**config.mk**
```make
export PLATFORM = sky130hd
export DESIGN_NAME = mips_pc_fetch_sequencer
export DESIGN_NICKNAME = d
export VERILOG_FILES = /design/src/rtl/mips_pc_seq_pkg.sv /design/src/rtl/mips_pc_fetch_holdbuf.sv /design/src/rtl/mips_pc_fetch_sequencer.sv
export SDC_FILE = /design/constraint.sdc
export NUM_CORES = 1
export LEC_CHECK = 0
export BUFFER_PORTS_ARGS = -buffer_cell sky130_fd_sc_hd__buf_2
export CORE_MARGIN = 2
export CORE_UTILIZATION = 37
export CTS_CLUSTER_DIAMETER = 100
export DETAILED_ROUTE_END_ITERATION = 8
export SLEW_MARGIN = 20
export SYNTH_ARGS = -nofsm -noshare
export SYNTH_HDL_FRONTEND = slang
export SYNTH_HIERARCHICAL = 1
export SYNTH_SLANG_ARGS = --single-unit
```
**constraint.sdc**
```tcl
create_clock -name clk -period 3.2 [get_ports clk]
set_clock_uncertainty 0.2 [all_clocks]
set_input_delay 0.48 -clock clk [delete_from_list [all_inputs] [get_ports clk]]
set_output_delay 0.48 -clock clk [all_outputs]
set_load 0.1 [all_outputs]
```
**src/rtl/mips_pc_seq_pkg.sv**
```systemverilog
// Shared definitions for the MIPS fetch sequencer.
//   PC_ACTION_W : width of the PC action code.
//   ACT_*       : PC action codes. They must match the PC datapath's decoder.
//   seq_state_e : sequencer states.
package mips_pc_seq_pkg;

  localparam int PC_ACTION_W = 3;

  localparam logic [PC_ACTION_W-1:0] ACT_HOLD   = 3'd0;
  localparam logic [PC_ACTION_W-1:0] ACT_INC    = 3'd1;
  localparam logic [PC_ACTION_W-1:0] ACT_BRANCH = 3'd2;
  localparam logic [PC_ACTION_W-1:0] ACT_JUMP   = 3'd3;
  localparam logic [PC_ACTION_W-1:0] ACT_JUMPR  = 3'd4;
  localparam logic [PC_ACTION_W-1:0] ACT_RESET  = 3'd5;

  typedef enum logic [2:0] {
    ST_BOOT,
    ST_FETCH,
    ST_WAIT,
    ST_DRAIN,
    ST_HALTED
  } seq_state_e;

endpackage

```
**src/rtl/mips_pc_fetch_holdbuf.sv**
```systemverilog
// One-entry skid register for a fetched word that decode could not take.
//   clk, rst_n : clock, async active-low reset
//   load, d    : capture d and mark the entry full
//   clear      : empty the entry (wins over load)
//   full, q    : entry valid and held word
module mips_pc_fetch_holdbuf #(
  parameter int W = 32
) (
  input  logic         clk,
  input  logic         rst_n,
  input  logic         load,
  input  logic         clear,
  input  logic [W-1:0] d,
  output logic         full,
  output logic [W-1:0] q
);

  always_ff @(posedge clk or negedge rst_n) begin
    if (!rst_n) begin
      full <= 1'b0;
      q    <= '0;
    end else if (clear) begin
      full <= 1'b0;
    end else if (load) begin
      full <= 1'b1;
      q    <= d;
    end
  end

endmodule

```
**src/rtl/mips_pc_fetch_sequencer.sv**
```systemverilog
// Fetch-stage controller: drives the PC action code each cycle, keeps at most
// one imem request outstanding, squashes in-flight fetches on redirect and
// parks a word in a one-entry hold buffer while decode is stalled.
//
// Ports:
//   clk, rst_n                 clock, async active-low reset
//   stall, halt                decode stall, stop fetching
//   redirValid, redirAction    resolved branch/jump and its PC action
//   action, flush              PC action for next edge, kill IF/ID
//   imemReqValid/imemReqReady  request handshake at the current PC
//   imemRespValid/imemRdata    read response (no back-pressure)
//   fetchValid, instrOut       word toward IF/ID
//   halted                     sequencer parked
//
// Build option MIPS_PC_FETCH_SEQ_DELAY_SLOT_EN: branch-delay-slot semantics.
// A redirect in WAIT is remembered and applied together with the response,
// which is delivered as the delay slot; flush is never raised.
module mips_pc_fetch_sequencer
  import mips_pc_seq_pkg::*;
#(
  parameter int INSTR_W  = 32,
  parameter int ACTION_W = 3
) (
  input  logic                clk,
  input  logic                rst_n,
  input  logic                stall,
  input  logic                halt,
  input  logic                redirValid,
  input  logic [ACTION_W-1:0] redirAction,
  output logic [ACTION_W-1:0] action,
  output logic                flush,
  output logic                imemReqValid,
  input  logic                imemReqReady,
  input  logic                imemRespValid,
  input  logic [INSTR_W-1:0]  imemRdata,
  output logic                fetchValid,
  output logic [INSTR_W-1:0]  instrOut,
  output logic                halted
);

`ifdef MIPS_PC_FETCH_SEQ_DELAY_SLOT_EN
  localparam bit SQUASH = 1'b0;
`else
  localparam bit SQUASH = 1'b1;
`endif

  seq_state_e         state_q, state_d;
  logic               deliver;
  logic               buf_full;
  logic [INSTR_W-1:0] buf_q;

`ifdef MIPS_PC_FETCH_SEQ_DELAY_SLOT_EN
  // Redirect seen in WAIT before the response; last one wins.
  logic                pend_q;
  logic [ACTION_W-1:0] pend_act_q;

  always_ff @(posedge clk or negedge rst_n) begin
    if (!rst_n) begin
      pend_q     <= 1'b0;
      pend_act_q <= '0;
    end else if (state_q == ST_WAIT) begin
      if (imemRespValid) begin
        pend_q <= 1'b0;
      end else if (redirValid) begin
        pend_q     <= 1'b1;
        pend_act_q <= redirAction;
      end
    end
  end
`endif

  always_ff @(posedge clk or negedge rst_n) begin
    if (!rst_n) state_q <= ST_BOOT;
    else        state_q <= state_d;
  end

  always_comb begin
    state_d      = state_q;
    action       = ACTION_W'(ACT_HOLD);
    flush        = 1'b0;
    imemReqValid = 1'b0;
    deliver      = 1'b0;
    halted       = 1'b0;
    case (state_q)
      ST_BOOT: begin
        action  = ACTION_W'(ACT_RESET);
        state_d = ST_FETCH;
      end
      ST_FETCH: begin
        imemReqValid = !redirValid && !halt && !buf_full;
        if (redirValid) begin
          action = redirAction;
          flush  = SQUASH;
        end else if (halt) begin
          state_d = ST_HALTED;
        end else if (imemReqValid && imemReqReady) begin
          state_d = ST_WAIT;
        end
      end
      ST_WAIT: begin
`ifdef MIPS_PC_FETCH_SEQ_DELAY_SLOT_EN
        if (imemRespValid) begin
          deliver = 1'b1;
          state_d = ST_FETCH;
          if (redirValid)  action = redirAction;
          else if (pend_q) action = pend_act_q;
          else             action = ACTION_W'(ACT_INC);
        end
`else
        if (redirValid) begin
          action  = redirAction;
          flush   = 1'b1;
          // Without the response in hand it is still in flight: drain it.
          state_d = imemRespValid ? ST_FETCH : ST_DRAIN;
        end else if (imemRespValid) begin
          deliver = 1'b1;
          action  = ACTION_W'(ACT_INC);
          state_d = ST_FETCH;
        end
`endif
      end
      ST_DRAIN: begin
        if (redirValid) begin
          action = redirAction;
          flush  = 1'b1;
        end
        if (imemRespValid) state_d = ST_FETCH;
      end
      ST_HALTED: begin
        halted = 1'b1;
        if (redirValid) begin
          action  = redirAction;
          flush   = SQUASH;
          state_d = ST_FETCH;
        end else if (!halt) begin
          state_d = ST_FETCH;
        end
      end
      default: state_d = ST_BOOT;
    endcase
  end

  // A word is only ever delivered in WAIT, and WAIT is only entered with the
  // buffer empty, so load never meets a full entry.
  mips_pc_fetch_holdbuf #(.W(INSTR_W)) u_holdbuf (
    .clk   (clk),
    .rst_n (rst_n),
    .load  (deliver && stall && !flush),
    .clear (flush || !stall),
    .d     (imemRdata),
    .full  (buf_full),
    .q     (buf_q)
  );

  assign fetchValid = buf_full || deliver;
  assign instrOut   = buf_full ? buf_q : (deliver ? imemRdata : '0);

endmodule

```
==> flow_results.xml <==
<?xml version="1.0" encoding="UTF-8"?>
<metrics>
  <group name="status">
    <metric name="run_status" unit="">completed</metric>
  </group>
  <group name="route">
    <metric name="total_routed_length" unit="µm">4630</metric>
    <metric name="vias" unit="">1499</metric>
    <metric name="route.detailed.drc" unit="">0</metric>
    <metric name="via_to_cell_ratio" unit="">5.00</metric>
    <metric name="routed_wire_length_per_instance" unit="µm">15.4</metric>
    <metric name="drt_pass1_iterations" unit="">4</metric>
    <metric name="detail-route-antenna-nets" unit="">0</metric>
    <metric name="detail_route.iter0.violations" unit="">66</metric>
  </group>
  <group name="power_and_ir_drop">
    <metric name="total_leakage_power" unit="nW">1.44</metric>
    <metric name="combinationalPowerShare" unit="">0.274</metric>
    <metric name="ir_drop" unit="mV">0.449</metric>
    <metric name="switch_pwr" unit="W">0.000441</metric>
    <metric name="power-per-cell-area" unit="nW/µm²">426</metric>
    <metric name="internal-power" unit="W">0.000853</metric>
    <metric name="clock_power_share" unit="">0.308</metric>
    <metric name="p_sw_frac" unit="">0.341</metric>
    <metric name="pwr-share-seq" unit="">0.418</metric>
    <metric name="report.power.total" unit="W">0.00129</metric>
  </group>
  <group name="clocking">
    <metric name="clkLatencyLatePin" unit="ns">0.29</metric>
    <metric name="cts.sink_count" unit="">36</metric>
    <metric name="root_buffer" unit="">clkbuf_8</metric>
    <metric name="cts.clk_slew.worst_paths" unit="ns">0.08</metric>
    <metric name="tritoncts_clock_tree" unit="">built</metric>
    <metric name="cts-buffers-inserted" unit="">5</metric>
    <metric name="clockBufferDepth" unit="">2</metric>
    <metric name="post_cts.resized_instances" unit="">0</metric>
    <metric name="cts_max_level" unit="">2</metric>
    <metric name="post_cts.repair.setup_buffers" unit="">0</metric>
    <metric name="ctsHoldBuffers" unit="">0</metric>
  </group>
  <group name="layout">
    <metric name="layout-area-overhead-vs-synth" unit="%">48.9</metric>
    <metric name="drive_gt1_frac" unit="">0.697</metric>
    <metric name="n_antenna_cell" unit="">0</metric>
    <metric name="fin_nets" unit="">269</metric>
    <metric name="layout_cell_area_excl_fill" unit="µm²">3040</metric>
  </group>
  <group name="placed_design">
    <metric name="place.gp.congestion" unit="">0.731</metric>
    <metric name="hpwlAfterDp" unit="µm">3330</metric>
    <metric name="numPortBuffers" unit="">80</metric>
    <metric name="dpl-instance-area" unit="µm²">2930</metric>
  </group>
  <group name="flow_run">
    <metric name="max_cap_violations" unit="">0</metric>
  </group>
  <group name="setup_path">
    <metric name="required" unit="ns">2.52</metric>
    <metric name="worst_setup_path_end_kind" unit="">primary output</metric>
    <metric name="cp_data_arrival_time" unit="ns">2.17</metric>
    <metric name="start_kind" unit="">register</metric>
    <metric name="critical_path.max_fanout" unit="">20</metric>
    <metric name="worst_setup_path_category" unit="">register to primary output</metric>
  </group>
  <group name="timing">
    <metric name="fin_hold_ws" unit="ns">0.0599</metric>
    <metric name="final.period_utilization" unit="">0.891</metric>
    <metric name="final-setup-viol-count" unit="">0</metric>
    <metric name="timing.setup.tns" unit="ns">0</metric>
    <metric name="rsz0062_at_grt" unit="">false</metric>
    <metric name="report.final.slew_viol_count" unit="">0</metric>
    <metric name="final.min_clock_period" unit="ns">2.85</metric>
    <metric name="tightestPinTransition" unit="ns">0.786</metric>
    <metric name="max_slew_margin" unit="">0.476</metric>
    <metric name="clock.fmax" unit="GHz">0.351</metric>
    <metric name="hold_violations_final" unit="">0</metric>
  </group>
  <group name="synthesis">
    <metric name="syn-instance-count" unit="">148</metric>
    <metric name="synthTopCellsByArea" unit="">dfrtp_1 44%, mux2_4 22%, a22o_2 14%</metric>
    <metric name="number_of_warnings_reported_in_the_yosys_synthesis_log" unit="">6</metric>
    <metric name="synth_top_cells_by_count" unit="">36 x dfrtp_1, 30 x mux2_4, 29 x a22o_2</metric>
    <metric name="flop_and_latch_count_out_of_synthesis" unit="">36</metric>
    <metric name="synth-seq-area-share" unit="">0.441</metric>
    <metric name="synthFlopType" unit="">dfrtp_1</metric>
    <metric name="synth-async-reset-ratio" unit="">1.00</metric>
    <metric name="synth_fp_nets" unit="">190</metric>
    <metric name="synth_largest_type_area_fraction" unit="">0.441</metric>
    <metric name="synth_largest_area_cell" unit="">dfrtp_1</metric>
    <metric name="synthMostInstantiatedCell" unit="">dfrtp_1</metric>
    <metric name="post_synth_edffs" unit="">0</metric>
    <metric name="post_synth_num_cell_types" unit="">27</metric>
    <metric name="synthesis.area" unit="µm²">2040</metric>
    <metric name="syn_avg_cell_area" unit="µm²">13.8</metric>
  </group>
  <group name="floorplanning">
    <metric name="core-area" unit="µm²">5410</metric>
    <metric name="ioPinCount" unit="">81</metric>
    <metric name="die_width" unit="µm">78.3</metric>
    <metric name="floorplan.rows" unit="">27</metric>
    <metric name="design.die.area" unit="µm²">6130</metric>
    <metric name="floorplan.die.height" unit="µm">78.3</metric>
    <metric name="floorplan.initialDensity" unit="">0.378</metric>
  </group>
  <group name="global_routing">
    <metric name="antenna_violations_before_repair" unit="">0</metric>
    <metric name="grt_pass1_vias" unit="">1539</metric>
    <metric name="grt_start_max_net_pins" unit="">37</metric>
    <metric name="first_pass_grt_wire_length" unit="µm">7860</metric>
    <metric name="grt_residual_overflow" unit="">0</metric>
    <metric name="grt_use_total" unit="">0.164</metric>
  </group>
  <group name="hold_path">
    <metric name="holdCritPathClass" unit="">input pin to async pin</metric>
  </group>
</metrics>
[final timing paths]
| path | from | end | slack, ns | depth (start not counted) |
|---|---|---|---|---|
| min reg2reg | u_holdbuf/q[30] | u_holdbuf/q[30] | 0.32 | 1 |
| max in group asynchronous | rst_n | u_holdbuf/q[4] | 2.23 | 1 |
| min | rst_n | u_holdbuf/q[5] | 0.06 | 1 |
| min in group clk | imemReqReady | state_q[1] | 0.23 | 2 |
| max | state_q[0] | instrOut[6] | 0.35 | 5 |
| max reg2reg | state_q[0] | u_holdbuf/q[7] | 0.64 | 5 |
[logic make-up after synthesis]
kind of cell,synth area share
compound gates,0.183
mux,0.232
xor+xnor,0.00429
flops,0.441
buf+inv,0.0754
simple gates,0.0650
[cell type report]
cell class                      instances  area, µm²
Inverter                                6       22.5
Multi-Input combinational cell         94        992
Clock inverter                          3       42.5
Fill cell                             447       2360
Sequential cell                        36        901
Clock buffer                            5       68.8
Tap cell                               72       90.1
Timing Repair Buffer                   84        923
[layer usage]
| layer | track usage | vias to the layer above | share of wire |
|---|---|---|---|
| li1 | - | 714 | - |
| met5 | 0 | - | 0 |
| met3 | 0.0563 | 4 | 0.062 |
| met4 | 0.0421 | 0 | 0.0082 |
| met1 | 0.208 | 736 | 0.43 |
| met2 | 0.268 | 45 | 0.50 |
[flip-flops by register name (all words and copies together), names as in the netlist]
signal / count
u_holdbuf/q: 32
state_q: 3
u_holdbuf/full: 1
[power by group through the flow]
| stage | Clock (W) | Combinational (W) | Sequential (W) |
|---|---|---|---|
| final | 0.000398 | 0.000355 | 0.000540 |
| after CTS | 0.000407 | 0.000358 | 0.000540 |
| after global routing | 0.000426 | 0.000375 | 0.000548 |
| after global placement | 0 | 0.000351 | 0.000548 |
| after floorplan | 0 | 0.000287 | 0.000530 |
| after detailed placement | 0 | 0.000356 | 0.000548 |
[critical path: stages (launching register included)]
cell,delay (ns)
dfrtp_1,0.48
or4b_4,0.59
nor3_4,0.14
buf_4,0.27
a22o_1,0.22
buf_12,0.18
[placed cells by master (no fill, tap or decap), drive strengths merged]
cell type and instances:
buf 84, dfrtp 36, mux2 32, a22o 32
inv 6, nor2 6, clkbuf 5, nor3 4
o21ai 3, a32o 2, nand3 2, nand2 2
and3 2, or3 1, or4b 1, xor2 1
a21o 1, nor4 1, nand2b 1, a21oi 1
a311oi 1, bufinv 1, clkinvlp 1, clkinv 1
nor2b 1
[through the flow]
step,cells,setup WS [ns],util
2_1_floorplan,148,0.117,-
3_3_place_gp,292,0.523,0.542
3_5_place_dp,292,0.512,0.542
4_1_cts,300,0.339,0.563
5_1_grt,300,0.231,0.563
6_report,300,0.348,0.563
No activity file was read; power rests on OpenSTA's default activity.
